$ cat config.mk
export PLATFORM = sky130hd
export DESIGN_NAME = data_mem_arbiter
export DESIGN_NICKNAME = d
export VERILOG_FILES = /design/src/rtl/data_mem_arb_pkg.sv /design/src/rtl/data_mem_arbiter_rr_arb2.sv /design/src/rtl/data_mem_arbiter.sv
export SDC_FILE = /design/constraint.sdc
export NUM_CORES = 1
export LEC_CHECK = 0
export CAP_MARGIN = 20
export CORE_UTILIZATION = 41
export CTS_CLUSTER_DIAMETER = 200
export CTS_CLUSTER_SIZE = 8
export DETAILED_ROUTE_END_ITERATION = 6
export PLACE_DENSITY = 0.92
export SYNTH_ARGS = -nofsm -noshare
export SYNTH_HDL_FRONTEND = slang
export SYNTH_SLANG_ARGS = --single-unit
$ cat constraint.sdc
create_clock -name CLK -period 4.5 [get_ports CLK]
set_clock_uncertainty 0.15 [all_clocks]
set_input_delay 0.9 -clock CLK [delete_from_list [all_inputs] [get_ports CLK]]
set_output_delay 0.9 -clock CLK [all_outputs]
set_load 0.05 [all_outputs]
$ cat src/rtl/data_mem_arb_pkg.sv
// Shared types and constants for the data memory arbiter.
package data_mem_arb_pkg;

  typedef enum logic [1:0] {
    IDLE  = 2'd0,
    LOCK0 = 2'd1,
    LOCK1 = 2'd2
  } arb_state_t;

  localparam int unsigned PORT_CORE = 0;
  localparam int unsigned PORT_AUX  = 1;

  localparam int unsigned ADDR_W = 8;
  localparam int unsigned DATA_W = 8;

endpackage

$ cat src/rtl/data_mem_arbiter_rr_arb2.sv
// Two-way round-robin pick: a lone requester wins, a tie goes to the
// port that was not granted last.
module rr_arb2 (
  input  logic [1:0] req,
  input  logic       last_grant,
  output logic [1:0] gnt
);

  // Tie-break toward the port that did not win last time.
  always_comb begin
    gnt = '0;
    if (req == 2'b11) begin
      gnt = last_grant ? 2'b01 : 2'b10;
    end else begin
      gnt = req;
    end
  end

endmodule

$ cat src/rtl/data_mem_arbiter.sv
// Shares the single-port data memory between the core (port 0) and an
// auxiliary master (port 1), with round-robin fairness, registered read
// return and a time-bounded bus lock for read-modify-write sequences.
module data_mem_arbiter
  import data_mem_arb_pkg::*;
#(
  parameter int unsigned LOCK_LIMIT = 16
) (
  input  logic              CLK,
  input  logic              reset,
  input  logic              p0_req,
  input  logic              p1_req,
  input  logic              p0_we,
  input  logic              p1_we,
  input  logic              p0_lock,
  input  logic              p1_lock,
  input  logic [ADDR_W-1:0] p0_addr,
  input  logic [ADDR_W-1:0] p1_addr,
  input  logic [DATA_W-1:0] p0_wdata,
  input  logic [DATA_W-1:0] p1_wdata,
  output logic              p0_gnt,
  output logic              p1_gnt,
  output logic              p0_rvalid,
  output logic              p1_rvalid,
  output logic [DATA_W-1:0] p0_rdata,
  output logic [DATA_W-1:0] p1_rdata,
  output logic              lock_timeout,
  output logic [ADDR_W-1:0] mem_addr,
  output logic              mem_read_en,
  output logic              mem_write_en,
  output logic [DATA_W-1:0] mem_wdata,
  input  logic [DATA_W-1:0] mem_rdata
);

  localparam int unsigned CNT_W = (LOCK_LIMIT > 1) ? $clog2(LOCK_LIMIT) : 1;

  arb_state_t       state, state_next;
  logic [CNT_W-1:0] lock_cnt, lock_cnt_next;
  logic             last_grant, last_grant_next;
  logic             timeout_next;
  logic [1:0]       rr_gnt;
  logic [1:0]       gnt;

  rr_arb2 u_rr (
    .req        ({p1_req, p0_req}),
    .last_grant (last_grant),
    .gnt        (rr_gnt)
  );

  // Grant selection: round-robin when free, owner-only while locked,
  // nothing while reset is asserted.
  always_comb begin
    gnt = '0;
    if (!reset) begin
      unique case (state)
        IDLE:    gnt = rr_gnt;
        LOCK0:   gnt[PORT_CORE] = p0_req;
        LOCK1:   gnt[PORT_AUX]  = p1_req;
        default: gnt = '0;
      endcase
    end
  end

  assign p0_gnt = gnt[PORT_CORE];
  assign p1_gnt = gnt[PORT_AUX];

  // Steer the granted port onto the memory bus; idle bus is all zeros.
  always_comb begin
    mem_addr     = '0;
    mem_read_en  = 1'b0;
    mem_write_en = 1'b0;
    mem_wdata    = '0;
    if (gnt[PORT_CORE]) begin
      mem_addr     = p0_addr;
      mem_read_en  = !p0_we;
      mem_write_en = p0_we;
      mem_wdata    = p0_we ? p0_wdata : '0;
    end else if (gnt[PORT_AUX]) begin
      mem_addr     = p1_addr;
      mem_read_en  = !p1_we;
      mem_write_en = p1_we;
      mem_wdata    = p1_we ? p1_wdata : '0;
    end
  end

  // Lock FSM, lock age counter and round-robin history.
  always_comb begin
    state_next      = state;
    lock_cnt_next   = lock_cnt;
    timeout_next    = 1'b0;
    last_grant_next = last_grant;
    if (gnt[PORT_CORE]) begin
      last_grant_next = 1'b0;
    end else if (gnt[PORT_AUX]) begin
      last_grant_next = 1'b1;
    end
    unique case (state)
      IDLE: begin
        lock_cnt_next = '0;
        if (gnt[PORT_CORE] && p0_lock) begin
          state_next = LOCK0;
        end else if (gnt[PORT_AUX] && p1_lock) begin
          state_next = LOCK1;
        end
      end
      LOCK0: begin
        // A voluntary release on the limit cycle wins over the timeout.
        if (!p0_lock) begin
          state_next    = IDLE;
          lock_cnt_next = '0;
        end else if (lock_cnt == CNT_W'(LOCK_LIMIT - 1)) begin
          state_next      = IDLE;
          lock_cnt_next   = '0;
          timeout_next    = 1'b1;
          last_grant_next = 1'b0;
        end else begin
          lock_cnt_next = lock_cnt + CNT_W'(1);
        end
      end
      LOCK1: begin
        if (!p1_lock) begin
          state_next    = IDLE;
          lock_cnt_next = '0;
        end else if (lock_cnt == CNT_W'(LOCK_LIMIT - 1)) begin
          state_next      = IDLE;
          lock_cnt_next   = '0;
          timeout_next    = 1'b1;
          last_grant_next = 1'b1;
        end else begin
          lock_cnt_next = lock_cnt + CNT_W'(1);
        end
      end
      default: begin
        state_next    = IDLE;
        lock_cnt_next = '0;
      end
    endcase
  end

  // Control state registers.
  always_ff @(posedge CLK) begin
    if (reset) begin
      state        <= IDLE;
      lock_cnt     <= '0;
      last_grant   <= 1'b1;
      lock_timeout <= 1'b0;
    end else begin
      state        <= state_next;
      lock_cnt     <= lock_cnt_next;
      last_grant   <= last_grant_next;
      lock_timeout <= timeout_next;
    end
  end

  // Read return: capture memory data only on a granted read.
  always_ff @(posedge CLK) begin
    if (reset) begin
      p0_rvalid <= 1'b0;
      p1_rvalid <= 1'b0;
      p0_rdata  <= '0;
      p1_rdata  <= '0;
    end else begin
      p0_rvalid <= gnt[PORT_CORE] && !p0_we;
      p1_rvalid <= gnt[PORT_AUX] && !p1_we;
      if (gnt[PORT_CORE] && !p0_we) begin
        p0_rdata <= mem_rdata;
      end
      if (gnt[PORT_AUX] && !p1_we) begin
        p1_rdata <= mem_rdata;
      end
    end
  end

endmodule
Yosys cells after proc, flatten, opt, wreduce, memory -nomap -nowiden
Cells that the tools add are included.

storage, ports and cells
  flip-flop bits (word level) = 26
  input bits = 48
  output and inout bits = 39
  logic and storage cells = 57

cells by class
  $add $sub $neg = 1
  equality and inequality tests = 5
  muxes and demuxes = 36
  reductions and logical operators = 7

operators with widths
  kind                                                 number
  2-to-1 mux 8 bit                                     6
  2-to-1 mux 2 bit                                     8
  2-to-1 mux 1 bit                                     13
  2-to-1 mux 4 bit                                     3
  case mux 1 bit (2 select lines)                      4
  case mux 4 bit (2 select lines)                      1
  case mux 2 bit (3 select lines)                      1
  adder 4 x 1 -> 4 bit, second input constant          1
  equality test 2 bit, second input constant           2
  equality test 4 bit, second input constant           1
  logical AND 1 bit                                    4
  != test 3 bit, second input constant                 1
  equality test 2 x 1 -> 1 bit, second input constant  1
  zero test 1 bit                                      2
  zero test 2 bit                                      1

Longest topological paths before layout
Gate-level depths: netlist of run 1.

  depth after elaboration = 9
  depth in mapped cells = 7
  mapped depth without buffers = 6

Modules after synthesis
Synthesis of run 1 repeated with hierarchy kept, for this count alone.

unflattened totals
  cells, all modules = 150
  area total of the unflattened synthesis = 1331.3 µm²

modules (own cells, without submodules)
  module            times used  cells each  area each (µm²)  seq. area each (µm²)
  data_mem_arbiter  1           147         1312.5           520.5
  rr_arb2           1           3           18.8             0.0

Worst setup path after synthesis of run 1
OpenSTA, ideal clock, no wires.

  kind = input-to-output
  start = in p0_req
  end = out mem_addr[0]
  arrival = 2.685 ns
  data required time = 3.450 ns
  setup slack = 0.765 ns
  cell stages on the path = 5
  buffers on the path = 1
  cell sequence = a21bo_2 a21oi_4 buf_4 nand2_1 o21ai_0

between the ends
  longest elaborated chain between the ends = 6
  elaborated cells on any way between the ends = 7
  classes of those cells = eq/ne: 1; mux: 6

RTL lines
  element                          line                            source
  from (decl)                      data_mem_arbiter.sv:11          input logic p0_req,
  equality test 2 bit              data_mem_arbiter_rr_arb2.sv:12  if (req == 2'b11) begin
  2-to-1 mux 2 bit                 data_mem_arbiter_rr_arb2.sv:12
  case mux 1 bit (2 select lines)  data_mem_arbiter.sv:55          unique case (state)
  2-to-1 mux 2 bit                 data_mem_arbiter.sv:54          if (!reset) begin
  named net p1_gnt                 data_mem_arbiter.sv:22          output logic p1_gnt,
  2-to-1 mux 8 bit                 data_mem_arbiter.sv:78          end else if (gnt[PORT_AUX]) begin
  2-to-1 mux 8 bit                 data_mem_arbiter.sv:73          if (gnt[PORT_CORE]) begin
  to (decl)                        data_mem_arbiter.sv:28          output logic [ADDR_W-1:0] mem_addr,

The timed path passes the listed nets, and every way through them passes these cells.

Worst setup path in the final report of run 1
  start = in p0_we
  end = out mem_wdata[0]

between the ends
  longest elaborated chain between the ends = 2

RTL lines
  element           line                    source
  from (decl)       data_mem_arbiter.sv:13  input logic p0_we,
  2-to-1 mux 8 bit  data_mem_arbiter.sv:77  mem_wdata = p0_we ? p0_wdata : '0;
  2-to-1 mux 8 bit  data_mem_arbiter.sv:73
  to (decl)         data_mem_arbiter.sv:31  output logic [DATA_W-1:0] mem_wdata,

Every way passes these cells.

==> flow_metrics.py, run 1 <==
metrics = {
    "outcome": {
        "outcome": "complete, no violations",
    },
    "floorplan": {
        "die_y_um": 62.16,
        "die_area_sq_um": 3864,
        "pin_count": 87,
        "start_util_pct": 43.78,
        "die_w_um": 62.16,
        "core_area_sq_um": 3390,
        "rows": 21,
    },
    "global_routing": {
        "grt_max_degree": 21,
        "antenna_found_initial": 0,
        "grtUsageTotal_pct": 22.63,
        "grt.overflow.total": 0,
        "grt_pass1_wl_mm": 7.058,
        "grt_pass1_vias": 1522,
    },
    "clock_tree": {
        "cts_buffers": 3,
        "cts_sinks": 26,
        "hold_buffers": 0,
        "htreeDepth": 1,
        "tritoncts": "done",
        "cts.clk_slew.worst_paths_ps": 140,
        "cts_setup_buffers": 0,
        "clockRootBuffer": "clkbuf_4",
        "cts-resized-gates": 0,
        "clockBufferDepth": 2,
        "clk_latency_ps": 330,
    },
    "layout": {
        "finalNonFillerCells": 295,
        "drive_gt1_share_pct": 18.07,
        "utilization_pct": 73.98,
        "final_nets": 303,
        "multi_input_area_sq_um": 872.1,
        "syn_to_final_growth_pct": 68.97,
        "antenna_cells": 0,
        "layout_common_cells": "clkdlybuf4s50_1, dfxtp_1, nand2_1, buf_4",
        "seq_area_sq_um": 520.5,
        "fillCellCount": 237,
        "final_common_cell": "clkdlybuf4s50_1",
    },
    "drt": {
        "routed_wl_mm": 4.185,
        "drt-pass1-iter-count": 6,
        "drc": 0,
        "antenna_left": 0,
        "wl_per_cell_um": 14.19,
        "viasPerCell": 5.492,
        "drt_iter0_markers": 77,
        "vias": 1620,
    },
    "worst_setup_path": {
        "worstPathMaxFanout": 10,
        "endpoint_kind": "output pin",
        "critPathKind": "in -> out",
        "arrival_ps": 2980,
        "cp-start-kind": "primary input",
        "crit_required_ps": 3450,
        "r2r_start": "state[1]",
        "cp-startpoint": "p0_we",
    },
    "power": {
        "irDropWorstVdd_mv": 0.1174,
        "powerDensity_nw_per_um2": 264.9,
        "leakagePower_nw": 0.9995,
    },
    "timing": {
        "fin_crit_ps": 4027,
        "setup_viol": 0,
        "setup-tns-final_ps": 0,
        "slew_headroom_pct": 58.98,
        "rsz0062_at_grt": "no",
        "hold_viol_final": 0,
        "fin_crit_sh_pct": 89.50,
        "fmax_ghz": 0.2483,
        "drv_slew": 0,
        "worst_slew_pin_slew_ps": 611.9,
    },
    "synth": {
        "ys_ff_latch": 26,
        "yosysSeqAreaShare_pct": 35.08,
        "yosysWarnings": 0,
        "syn_nets": 219,
        "synth_cell_types": 42,
        "syn_inst": 166,
        "syn_area_per_cell_sq_um": 8.939,
        "synth_area_sq_um": 1484,
    },
    "worst_hold_path": {
        "min_from": "lock_cnt[3]",
        "hold_class": "reg -> reg",
    },
    "placement": {
        "dpl.hpwl_mm": 3.236,
        "place.gp.congestion": 0.8914,
        "dp_cells": 291,
        "io_buffers": 86,
    },
    "job": {
        "maxCapViolations": 0,
    },
}
==> report_power, final <==
group	switching, W	internal (W)
clock network	0.0000757	0.0000903
registers	0.00000536	0.000240
logic	0.000143	0.000110
total	0.000224	0.000440
==> per-stage QoR <==
step / setup WS [ps] / power, W / cell area, sq um / hold slack [ps]
finish: 472.6 / 0.0006642 / 2507 / 334.6
global route: 281.3 / 0.0006941 / 2507 / 365.4
CTS: 497.6 / 0.0006630 / 2507 / 332.8
detailed placement: 513.0 / 0.0005028 / 2455 / 310.7
global placement: 615.3 / 0.0004989 / 2455 / 308.2
floorplan: 764.5 / 0.0003929 / 1484 / 287.5
==> sequential cells by signal, indices dropped and copies added, names as in the netlist <==
register,flops
state,2
lock_cnt,4
p0_rdata,8
last_grant,1
p1_rvalid,1
lock_timeout,1
p1_rdata,8
p0_rvalid,1
==> synthesized netlist by cell type, drive strengths merged <==
library cell	count	share of area (%)
a311oi	1	0.59
o311ai	1	0.59
clkinv	1	0.25
or2	1	0.42
buf	7	3.1
nand4	11	4.6
a211o	1	0.59
a22o	8	4.7
clkbuf	3	0.76
xnor2	1	0.59
o31ai	8	4.0
mux2	9	8.9
and3	1	0.42
o21ai	8	2.7
o211a	1	0.67
nand3	9	3.0
dfxtp	26	35
ha	5	4.2
nor3	3	1.3
a21o	2	1.0
o2111ai	1	0.59
and4	1	0.59
or3b	1	0.59
a21bo	1	0.67
a21oi	12	5.1
inv	8	2.0
a31oi	3	1.3
nand2b	3	1.8
nor2b	10	4.2
nand2	13	3.5
nor2	4	1.0
o32ai	1	0.59
a22oi	1	0.51
==> critical path, stage by stage <==
cell and delay (ps):
clkdlybuf4s50_1 690, clkinv_1 330, nor3_2 610, a22o_1 290, buf_12 150
==> final cells by class <==
class | instances | share of cell area (%)
Clock buffer | 3 | 0.8982
Inverter | 9 | 1.347
Multi-Input combinational cell | 121 | 34.78
Timing Repair Buffer | 89 | 38.72
Sequential cell | 26 | 20.76
Tap cell | 46 | 2.295
Clock inverter | 1 | 1.198
==> logic make-up after synthesis <==
logic type | after synthesis | synth area share (%)
AO/OA/AOI/OAI | 49 | 23.61
adder cells (fa/ha/maj) | 5 | 4.216
flip-flops | 26 | 35.08
XOR/XNOR | 1 | 0.5903
AND/OR/NAND/NOR | 57 | 21.50
buffers and inverters | 19 | 6.155
multiplexers | 9 | 8.854
==> worst paths after layout <==
check	end	slack, ps	cells past startpoint
worst max-delay path	mem_wdata[0]	470	5
worst min-delay path	lock_cnt[3]	330	1
worst max register to register	p1_rdata[7]	2270	7
worst min register to register	lock_cnt[3]	330	1
==> layer usage <==
metal  share of wire (%)  GRT usage (%)  vias up  wire, um
met4                 1.9          7.558        0        80
met5                   0              0        -         0
met1                  45          29.98      754      1873
met2                  46          36.13       76      1925
met3                 7.3          5.147        9       306
li1                    -              -      781         -
Note: power is estimated with default switching activity, not from simulation.
==> run 2: changes to the inputs <==
--- a/config.mk
+++ b/config.mk
@@ -5,7 +5,7 @@
 export SDC_FILE = /design/constraint.sdc
 export NUM_CORES = 1
 export LEC_CHECK = 0
-export CAP_MARGIN = 20
+export CAP_MARGIN = 25
 export CORE_UTILIZATION = 41
 export CTS_CLUSTER_DIAMETER = 200
 export CTS_CLUSTER_SIZE = 8
==> results of run 2 <==
No change in the layout: final DEF, timing and power equal those of run 1.
==> RTL edit 1 (config.mk and constraints of run 1) <==
Remove the register `lock_timeout`: a continuous assignment takes its place, so the output `lock_timeout` follows one clock earlier.
--- a/src/rtl/data_mem_arbiter.sv
+++ b/src/rtl/data_mem_arbiter.sv
@@ -144,12 +144,12 @@
       lock_cnt     <= '0;
       last_grant   <= 1'b1;
-      lock_timeout <= 1'b0;
     end else begin
       state        <= state_next;
       lock_cnt     <= lock_cnt_next;
       last_grant   <= last_grant_next;
-      lock_timeout <= timeout_next;
     end
   end
+
+  assign lock_timeout = timeout_next;
 
   // Read return: capture memory data only on a granted read.
Function: same outputs for any inputs over 10 cycles, from zero or initial values and one cycle with reset high; that may be too few to reach the edited logic, so the function may still have changed.
==> RTL edit 1 against run 1 <==
Non-clock buffer count unchanged. Routed wire length shrank 1.7%. Utilization shrank 1.2 points. Hold slack lost 0.0061 ns. Sequential cell count shrank 1. Total power decreased by 11%. Synthesized area shrank 2.2%. Die area fell by 2.1%. Setup slack lost 0.020 ns. Design area shrank 2.3%. Largest power group unchanged. Highest routed layer unchanged.
==> RTL edit 1: results (changes against run 1) <==
stage,metric,value,unit,change
synth,Gate Count Post-Synth,167,,was 166
drt,drt first pass iters,4,,was 6
worst_hold_path,hold endpoint,lock_cnt[0]$_SDFF_PP0_,,was lock_cnt[3]$_SDFF_PP0_
synth,mapped cell area,1450,um^2,was 1480 um^2
setup_path,worst flop-to-flop path endpoint,p1_rdata[5]$_SDFFE_PP0P_,,was p1_rdata[7]$_SDFFE_PP0P_
layout,comb_multi_in,122,,was 121
synth,post-synthesis sequential area ratio,34.5,%,was 35.1%
placement,dpl cell area,2420,um^2,was 2450 um^2
setup_path,Worst path max stage delay,0.64,ns,was 0.69 ns
status,run status,completed,,unchanged
clocking,worst skew pair latency,0.31,ns,was 0.33 ns
synth,largest cells by area after synthesis,"dfxtp_1 34%, mux2_4 8.3%, a22o_1 4.8%",,"was dfxtp_1 35%, mux2_4 8.1%, a22o_1 4.7%"
placement,Post-DP HPWL,3.35,mm,was 3.24 mm
power_and_ir_drop,Int Power,0.374,mW,was 0.440 mW
sta,Slew @ Worst Pin,0.586,ns,was 0.612 ns
layout,layout cell share with drive strength beyond 1,16.9,%,was 18.1%
worst_hold_path,hold path startpoint,lock_cnt[0]$_SDFF_PP0_,,was lock_cnt[3]$_SDFF_PP0_
global_route,vias in the first global route,1557,,"was 1,522"
layout,area occupied by registers,500,um^2,was 520 um^2
global_route,first-pass GRT wire length,6.59,mm,was 7.06 mm
synth,Yosys cell types,39,,was 42
drt,final wirelength,4.11,mm,was 4.19 mm
power_and_ir_drop,worst vdd ir,0.125,mV,was 0.117 mV
clocking,CTS sink cnt,25,,was 26
synth,"top cells by count, synth","25 x dfxtp_1, 14 x nand2_1, 11 x nand4_1",,"was 26 x dfxtp_1, 12 x nand2_1, 11 x nand4_1"
setup_path,Worst Path Max Fanout,12,,was 10
synth,Synth Net Count,220,,was 219
drt,vias per inst,5.36,,was 5.49
global_route,largest net degree at the start of global routing,18,,was 21
power_and_ir_drop,P per Cell Area,240,nW/um^2,was 265 nW/um^2
power_and_ir_drop,P_leak,0.957,nW,was 1.00 nW
global_route,Total GRT Usage,23.2,%,was 22.6%
-- RTL edit 1: power groups by stage --
stage | clock network (mW) | registers (mW) | logic (mW)
after detailed placement | 0 | 0.241 | 0.250
after global routing | 0.113 | 0.238 | 0.265
after floorplan | 0 | 0.266 | 0.117
final | 0.102 | 0.237 | 0.250
after CTS | 0.104 | 0.237 | 0.251
after global placement | 0 | 0.241 | 0.247
-- RTL edit 1: metal layers --
layer	up-vias	GRT usage, %	share of wire [%]
met5	-	0	0
met1	724	28.4	40
li1	771	-	-
met4	0	8.89	0.83
met3	2	5.88	8.1
met2	83	39.0	51
-- RTL edit 1: kinds of logic after synthesis --
family	after synthesis	synth area share [%]
simple gates	60	21.9
flops	25	34.5
xor+xnor	2	1.21
mux	9	8.97
fa+ha+maj	5	4.31
buf+inv	20	6.55
compound gates	46	22.6
-- RTL edit 1: worst reg2reg max path, delay by kind of cell (launching register included) --
| kind | cells | cell delay [ns] |
|---|---|---|
| adders and majority gates | 1 | 0.28 |
| and+or+nand+nor | 1 | 0.10 |
| AOI/OAI and AO/OA | 2 | 0.62 |
| muxes | 1 | 0.31 |
| DFF | 1 | 0.38 |
| buffers and inverters | 2 | 0.30 |
-- RTL edit 1: worst max-delay path by stage --
stage / start / to / slack [ns] / cells after the start
after floorplan: p1_req / mem_addr[0] / 0.72 / 6
after global placement: reset / mem_wdata[5] / 0.57 / 6
after detailed placement: reset / mem_wdata[3] / 0.45 / 6
after CTS: reset / mem_wdata[3] / 0.44 / 6
after global routing: reset / mem_wdata[0] / 0.28 / 6
final: reset / mem_wdata[3] / 0.45 / 6
==> RTL edit 2 (flow settings as in run 1) <==
Made on the original files. `LOCK_LIMIT`: 16 -> 8.
--- a/src/rtl/data_mem_arbiter.sv
+++ b/src/rtl/data_mem_arbiter.sv
@@ -5,5 +5,5 @@
   import data_mem_arb_pkg::*;
 #(
-  parameter int unsigned LOCK_LIMIT = 16
+  parameter int unsigned LOCK_LIMIT = 8
 ) (
   input  logic              CLK,
Formal check against the unedited RTL: not equivalent (a bounded check fails within 10 cycles, from zero or initial values and one cycle with reset high).
==> RTL edit 2 against run 1 <==
Total power is 11% lower. Sequential cell count down 1. Fmax increased by 3.5%. Synthesized area decreased by 3.0%. Routed wire length decreased by 2.8%. Via count down 4.7%. Design area fell by 2.4%. Setup slack better by 0.14 ns.
==> RTL edit 2: results (changes against run 1) <==
stage,metric,value,unit,change
status,run status,completed,,unchanged
setup_path,Slowest cell on crit path,clkdlybuf4s50_1,,unchanged
layout,# clk buffers,4,,was 3
layout,nonclk inv count,7,,was 9
global_route,first-pass GRT wire length,6.03,mm,was 7.06 mm
synth,Synth Warn #,0,,unchanged
layout,Final non-clock buffer share,40.3,%,was 38.7%
layout,Final nets,300,,was 303
drt,Post-Route M1 WL,1.67,mm,was 1.87 mm
layout,antenna cells,0,,unchanged
power_and_ir_drop,P_leak,0.970,nW,was 1.00 nW
drt,DR WL met2,2.11,mm,was 1.93 mm
drt,drt first pass iters,7,,was 6
synth,Yosys cell types,35,,was 42
placement,Port-buffer cells,86,,unchanged
drt,Routed WL per cell,14.0,um,was 14.2 um
synth,Most used DFF post-synth,dfxtp_1,,unchanged
placement,GPL Wtd Cong,0.769,,was 0.891
global_route,vias in the first global route,1396,,"was 1,522"
power_and_ir_drop,Sequential Power,0.236,mW,was 0.245 mW
clocking,clock root buffer,clkbuf_4,,unchanged
layout,Non-CTS buffers,91,,was 89
layout,Seq/total area,20.4,%,was 20.8%
drt,met3 wire length,211,um,was 306 um
setup_path,crit path DAT,2.84,ns,was 2.98 ns
global_route,GRT met1 Usage,25.3,%,was 30.0%
setup_path,Worst Path Max Fanout,10,,unchanged
layout,fill count,246,,was 237
global_route,Total GRT Usage,21.7,%,was 22.6%
drt,top layer in use,met4,,unchanged
sta,Max-slew headroom,65.5,%,was 59.0%
placement,Post-DP HPWL,3.27,mm,was 3.24 mm
synth,"top cells by count, synth","25 x dfxtp_1, 13 x nand2_1, 12 x nand4_1",,"was 26 x dfxtp_1, 12 x nand2_1, 11 x nand4_1"
global_route,GRT met2 Usage,39.8,%,was 36.1%
clocking,# resized after CTS,0,,unchanged
drt,via count,1544,,"was 1,620"
global_route,largest net degree at the start of global routing,20,,was 21
synth,Synth Net Count,216,,was 219
power_and_ir_drop,clock power share,16.7,%,was 25.0%
power_and_ir_drop,worst vdd ir,0.105,mV,was 0.117 mV
synth,post-synthesis sequential area ratio,34.8,%,was 35.1%
clocking,worst skew pair latency,0.31,ns,was 0.33 ns
drt,initial drt markers,75,,was 77
layout,comb_multi_in,118,,was 121
setup_path,Top Family by Delay on Critical Path,buffers and inverters,,unchanged
layout,layout cell share with drive strength beyond 1,16.3,%,was 18.1%
layout,biggest regs,"p0_rdata x8, p1_rdata x8, lock_cnt x3",,"was p0_rdata x8, p1_rdata x8, lock_cnt x4"
clocking,H-tree depth,1,,unchanged
global_route,met3 Track Usage GR,2.73,%,was 5.15%
layout,Multi-input gate area,851,um^2,was 872 um^2
layout,clock-cell share of area,1.07,%,was 2.10%
power_and_ir_drop,Sw Ratio,35.9,%,was 33.7%
layout,FFs & Latches,25,,was 26
synth,largest cells by area after synthesis,"dfxtp_1 35%, mux2_4 8.3%, ha_1 5.2%",,"was dfxtp_1 35%, mux2_4 8.1%, a22o_1 4.7%"
clocking,Max clock buf depth,2,,unchanged
[RTL edit 2: final timing paths]
| path | cells after the start | end | from | slack, ns |
|---|---|---|---|---|
| worst max register to register | 7 | p1_rdata[2]$_SDFFE_PP0P_ | state[0]$_SDFFE_PP0P_ | 2.25 |
| worst min-delay path | 2 | p0_rdata[4]$_SDFFE_PP0P_ | p0_rdata[4]$_SDFFE_PP0P_ | 0.34 |
| worst max-delay path | 5 | mem_wdata[6] | p0_we | 0.61 |
| worst min register to register | 2 | p0_rdata[4]$_SDFFE_PP0P_ | p0_rdata[4]$_SDFFE_PP0P_ | 0.34 |
[RTL edit 2: logic make-up (layout without fill, tap and decap cells)]
logic type | count (synthesis) | in the layout | synth area share, %
AND/OR/NAND/NOR | 56 | 56 | 22.3
AO/OA/AOI/OAI | 47 | 47 | 22.6
multiplexers | 9 | 9 | 9.04
adder cells (fa/ha/maj) | 6 | 6 | 5.22
flip-flops | 25 | 25 | 34.8
buffers and inverters | 19 | 102 | 6.09
[RTL edit 2: stage by stage]
| step | instance area (um^2) | power, mW | setup WS [ns] | std cells |
|---|---|---|---|---|
| after floorplan | 1440 | 0.384 | 0.621 | 162 |
| after global placement | 2420 | 0.493 | 0.606 | 287 |
| after detailed placement | 2420 | 0.496 | 0.625 | 287 |
| after CTS | 2450 | 0.593 | 0.619 | 291 |
| after global routing | 2450 | 0.617 | 0.473 | 291 |
| final | 2450 | 0.590 | 0.611 | 291 |
[RTL edit 2: worst register-to-register path: stages (launching register included)]
cell and delay (ns):
dfxtp_1 0.37, inv_1 0.10, ha_1 0.25, a21bo_2 0.28
a21oi_4 0.35, nand2b_1 0.12, buf_4 0.21, mux2_4 0.31
